--- config.mk ---
export PLATFORM = sky130hd
export DESIGN_NAME = pc_sequencer
export DESIGN_NICKNAME = d
export VERILOG_FILES = /design/src/rtl/pc_sequencer.sv
export SDC_FILE = /design/constraint.sdc
export NUM_CORES = 1
export LEC_CHECK = 0
export ABC_AREA = 1
export BUFFER_PORTS_ARGS = -buffer_cell sky130_fd_sc_hd__buf_4
export CORE_AREA = 2 2 152 154
export DETAILED_ROUTE_END_ITERATION = 16
export DIE_AREA = 0 0 154 156
export PLACE_DENSITY = 0.77
export SLEW_MARGIN = 20
export SYNTH_ARGS = -nofsm -noshare
export SYNTH_HDL_FRONTEND = slang
export SYNTH_SLANG_ARGS = --single-unit
--- constraint.sdc ---
create_clock -name clk -period 5.6 [get_ports clk]
set_clock_uncertainty 0.05 [all_clocks]
set_input_delay 0.56 -clock clk [delete_from_list [all_inputs] [get_ports clk]]
set_output_delay 0.56 -clock clk [all_outputs]
set_load 0.05 [all_outputs]
--- src/rtl/pc_sequencer.sv ---
// pc_sequencer: fetch-side controller. Sequences the PC register, issues one
// instruction fetch at a time over a valid/data_ok handshake, buffers the
// returned word until decode takes it, and handles execute-stage redirects,
// including throwing away responses for fetches that were already in flight.
module pc_sequencer #(
  parameter logic [63:0] PCINIT = 64'h8000_0000
) (
  input  logic        clk,
  input  logic        reset,
  input  logic [63:0] pc,
  output logic [63:0] pc_nxt,
  output logic [1:0]  PCWrite,
  output logic        ireq_valid,
  output logic [63:0] ireq_addr,
  input  logic        iresp_data_ok,
  input  logic [31:0] iresp_data,
  input  logic        redirect_valid,
  input  logic [63:0] redirect_pc,
  input  logic        stall_d,
  output logic        inst_valid,
  output logic [31:0] inst,
  output logic [63:0] inst_pc
);

  // PC register control encodings.
  localparam logic [1:0] PCW_LOAD = 2'b00;
  localparam logic [1:0] PCW_HOLD = 2'b01;

  // IDLE: no request. FETCH: request out, result wanted.
  // DISCARD: request out, result unwanted. HOLD: instruction buffered.
  typedef enum logic [1:0] {
    S_IDLE    = 2'd0,
    S_FETCH   = 2'd1,
    S_DISCARD = 2'd2,
    S_HOLD    = 2'd3
  } state_t;

  state_t      r_state;
  logic [63:0] r_req_addr;
  logic [31:0] r_inst;
  logic [63:0] r_inst_pc;

  logic        w_fetch_done;   // a wanted response arrives this cycle
  logic [63:0] w_pc_plus4;

  assign w_pc_plus4   = pc + 64'd4;
  assign w_fetch_done = (r_state == S_FETCH) && iresp_data_ok && !redirect_valid;

  assign ireq_valid = (r_state == S_FETCH) || (r_state == S_DISCARD);
  assign inst_valid = (r_state == S_HOLD);
  assign ireq_addr  = r_req_addr;
  assign inst       = r_inst;
  assign inst_pc    = r_inst_pc;

  // Next-PC selection: a redirect always wins, otherwise the PC advances only
  // when a wanted fetch completes.
  always_comb begin
    // NOTE: every output gets a default first so no path leaves it unassigned
    // (an unassigned path in combinational logic would infer a latch).
    pc_nxt  = w_pc_plus4;
    PCWrite = PCW_HOLD;
    if (redirect_valid) begin
      pc_nxt  = redirect_pc;
      PCWrite = PCW_LOAD;
    end else if (w_fetch_done) begin
      PCWrite = PCW_LOAD;
    end
  end

  // Fetch state machine with request address and instruction buffer.
  always_ff @(posedge clk or posedge reset) begin
    if (reset) begin
      r_state    <= S_IDLE;
      r_req_addr <= PCINIT;
      r_inst     <= 32'd0;
      r_inst_pc  <= 64'd0;
    end else begin
      // NOTE: sequential state uses non-blocking assignments so every register
      // samples the pre-edge values, independent of statement order.
      unique case (r_state)
        S_IDLE: begin
          if (!redirect_valid) begin
            r_req_addr <= pc;
            r_state    <= S_FETCH;
          end
        end
        S_FETCH: begin
          if (redirect_valid) begin
            // The response that is (or will be) returned belongs to the old path.
            r_state <= iresp_data_ok ? S_IDLE : S_DISCARD;
          end else if (iresp_data_ok) begin
            r_inst    <= iresp_data;
            r_inst_pc <= r_req_addr;
            r_state   <= S_HOLD;
          end
        end
        S_DISCARD: begin
          // Further redirects only move the PC; the bus still owes a response.
          if (iresp_data_ok) r_state <= S_IDLE;
        end
        S_HOLD: begin
          if (redirect_valid) begin
            r_state <= S_IDLE;
          end else if (!stall_d) begin
            r_req_addr <= pc;
            r_state    <= S_FETCH;
          end
        end
        default: r_state <= S_IDLE;
      endcase
    end
  end

endmodule
; ---- After elaboration in Yosys (flattened, before gate mapping)
; Index checks and enable logic that the tools add are counted.
[totals]
input_bits = 165
out_inout_bits = 228
wordCells = 39
regBits = 162
[op_classes]
reduce_logical = 9
muxes = 15
n_addsub = 1
n_bitwise = 1
n_eq_ne = 9
[op_table]
columns = operator, n
row1 = $mux W64, 4
row2 = $pmux W64 S2, 1
row3 = $add A64 B3 Y64 const B, 1
row4 = $mux W2, 7
row5 = $ne A2 B2 Y1 const B, 4
row6 = $pmux W2 S4, 1
row7 = $reduce_and A4 Y1, 2
row8 = $ne A3 B3 Y1 const B, 2
row9 = $eq A2 B2 Y1 const B, 2
row10 = $reduce_and A3 Y1, 1
row11 = $eq A2 B1 Y1 const B, 1
row12 = $logic_and A1 B1 Y1, 2
row13 = $logic_not A2 Y1, 1
row14 = $mux W1, 2
row15 = $reduce_bool A2 Y1, 1
row16 = $logic_not A1 Y1, 1
row17 = $logic_or A1 B1 Y1, 1
row18 = $not A1 Y1, 1

; ---- Logic depth before layout (Yosys ltp)
[logic_depth]
depth_word = 5
mapped_depth = 10
depth_no_buf = 10

; ---- Worst setup path before layout
; OpenSTA, ideal clock, no wires.
[synth_path]
path_kind = input-to-output
start = input pc[2]
end = output pc_nxt[18]
stages = 7
path_slack_ps = 2497
t_required_ps = 4990
n_path_buf = 0
arrival_ps = 2493
path_cell_list = ha_1 nand2_2 nor2_4 nand2_4 nor2_8 nor2_1 o31ai_1
[synth_via]
elab_chain_cells = 2
[synth_lines]
columns = item, line
row1 = start: declaration, 10  ; input logic [63:0] pc,
row2 = $add A64 B3 Y64, 46  ; assign w_pc_plus4 = pc + 64'd4;
row3 = $mux W64, 62  ; if (redirect_valid) begin
row4 = end: declaration, 11  ; output logic [63:0] pc_nxt,
; Every way passes these cells.

; ---- Worst setup path after layout
[layout_path]
start = input pc[2]
end = output pc_nxt[60]
; Same word-level chain as after synthesis.

==> impl_metrics.yaml <==
grt:
  grt_pass1_vias: 8763
  grt_pass1_wl_mm: 48.6
  grt.overflow.total: 0
  grt_max_degree: 90
  antenna_found_initial: 0
  grt_usage_pct: 26.5
cts:
  postCtsSetupBuffers: 0
  cts_buffers: 17
  clock_latency_ns: 0.43
  root_buffer: "clkbuf_16"
  post_cts_resized: 0
  cts_tree: "done"
  htreeDepth: 4
  cts_max_path_buffers: 2
  clk_pin_slew_ns: 0.07
  cts_hold_buffers: 0
  clock-sinks: 162
detailed_routing:
  wl_per_cell_um: 18.1
  drtPass1Iterations: 5
  drtIter0Drc: 650
  vias_per_cell: 5.01
  wl_mm: 32.2
  drcViolationCount: 0
  ant_nets: 0
  dr_total_vias: 8937
yosys:
  synth_fa_ha_area_share_pct: 0.706
  yosysUniqueCellTypes: 33
  avgSynthCellArea_um2: 7.97
  synth_ff_type: "dfrtp_1"
  synth_top_family_by_area: "simple AND/OR/NAND/NOR gates"
  syn_nets: 1281
  synth_simple_gate_area_share_pct: 27.0
  syn_inst: 1111
  ys_warn_count: 0
  ys_ff_latch: 162
  synth_area_mm2: 0.00886
  asyncSetResetFlopFracSynth_pct: 100
  synth_compound_area_share_pct: 7.92
  synthMuxAreaShare_pct: 10.8
  synth_edf_count: 0
  ys_seq_area_share_pct: 45.8
  synth_xor_area_share_pct: 1.29
sta:
  tightest_slew_ns: 0.911
  finalSetupViolations: 0
  slew_headroom_pct: 39.3
  drv_slew: 0
  hold_viol: 0
  grt_setup_unrepaired: "false"
  period_share_pct: 54.2
  layout_min_cycle_time_ns: 3.03
  timing.fmax_mhz: 330
  tns_ns: 0
outcome:
  status: "finished clean"
power:
  total_power_mw: 7.49
  leakage_nw: 6.60
  ir_worst_vdd_mv: 0.351
  power_density_mw_per_mm2: 594
worst_setup_path:
  worst-setup-path-type: "in -> out"
  reg2reg_depth: 7
  crit_path_max_fanout: 4
  required_ns: 4.99
  end_kind: "output pin"
  r2r_start: "r_state[1]"
  critPathLaunchType: "input port"
  worstSetupStartpoint: "pc[2]"
  crit_arrival_ns: 2.42
flow_run:
  cap_violations: 0
die:
  io_pins: 393
  initial_core_util_pct: 39.6
  die_height_um: 156
  die-width_um: 154
  fp-row-count: 55
  core_region_area_mm2: 0.0224
  dieArea_mm2: 0.0240
placement:
  post-dp-hpwl_mm: 25.6
  finalWeightedCongestion: 0.963
  portBuffers: 391
cells_and_area:
  nets: 1656
  layout-drive-gt1-share_pct: 35.8
  final_core_util_pct: 56.3
  area_growth_pct: 42.2
  diodes: 0
hold_path:
  hold_path_class: "in -> async"
==> cells in the final DEF, fill, tap and decap left out, types with 4 or more instances in the layout <==
cell type	count
xor2_1	13
o21ai_0	92
mux2_2	78
buf_4	396
nor2_4	7
nor2_2	6
nand4_1	8
dfrtp_1	161
nand2_1	345
nand2_2	8
nor3_1	4
inv_1	96
ha_1	5
mux2_1	7
clkbuf_16	17
nand3_1	54
a21oi_1	20
nor2_1	129
nand2_4	6
inv_8	5
o21ai_1	18
==> where the power goes <==
part / total [mW] / internal, mW / switching [mW]
logic: 4.19 / 1.26 / 2.93
clock network: 1.19 / 0.639 / 0.553
registers: 2.10 / 1.73 / 0.372
==> cell families after synthesis <==
group,Yosys count
other cells,1
flops,162
xor+xnor,13
buf+inv,138
mux,85
fa+ha+maj,5
compound gates,137
simple gates,570
==> sequential cells by signal (all words and copies together) (netlist names) <==
name / flops
inst: 32
inst_pc: 64
ireq_addr: 64
r_state: 2
==> metal layers <==
metal	share of wire (%)	GRT usage, %	wire length, µm
met3	6.9	5.50	2220
met5	0	0	0
met4	3.4	10.8	1110
met2	49	45.8	15900
met1	40	32.3	13000
==> through the flow <==
stage / hold slack, ns / worst slack [ns] / cell area, µm² / instances
after floorplan: 0.519 / 0.615 / 8860 / 1111
after global placement: 0.416 / 2.36 / 12000 / 1752
after detailed placement: 0.424 / 2.29 / 12000 / 1752
after CTS: 0.235 / 2.62 / 12600 / 1784
after global routing: 0.266 / 2.51 / 12600 / 1784
final: 0.197 / 2.57 / 12600 / 1784
==> layout make-up <==
cell class / instances / area (µm²)
clock inverter: 14 / 169
tap: 285 / 357
inverter: 98 / 375
timing repair buffer: 396 / 2970
sequential: 162 / 4060
multi-input combinational: 811 / 4240
clock buffer: 18 / 429
fill: 2055 / 9770
==> cell usage after synthesis, types with 2 or more instances <==
library cell,number,area (µm²)
mux2_2,78,878
nand3_1,54,270
o31ai_1,3,22.5
buf_2,14,70.1
a21oi_1,20,100
nor3_1,4,20.0
o21ai_0,92,460
inv_1,97,364
clkbuf_1,16,60.1
nor2_2,6,37.5
nand4_1,8,50.1
dfrtp_1,161,4030
buf_6,2,22.5
nand2_4,5,56.3
buf_4,4,30.0
nor2_8,2,40.0
nor2_1,129,484
nand2_1,345,1290
o21ai_1,18,90.1
buf_1,4,15.0
nand2_2,9,56.3
ha_1,5,62.6
mux2_1,7,78.8
nor2_4,7,78.8
xor2_1,13,114
==> worst max-delay path, cell delays in order <==
cell	delay, ns
buf_4	0.11
ha_1	0.19
nand2_2	0.10
nor2_4	0.17
nand3b_1	0.17
nor2_1	0.54
nand3_1	0.15
nand3_1	0.16
nand2_1	0.07
buf_4	0.19
==> worst paths after layout <==
| path | endpoint | slack (ns) |
|---|---|---|
| hold / removal | inst[27] | 0.20 |
| max in group asynchronous | ireq_addr[36] | 4.16 |
| setup reg to reg | inst_pc[30] | 2.96 |
| min in group clk | inst[16] | 0.30 |
| setup / recovery | pc_nxt[60] | 2.57 |
| hold reg to reg | inst_pc[25] | 0.44 |
Note: power is estimated with default switching activity, not from simulation.
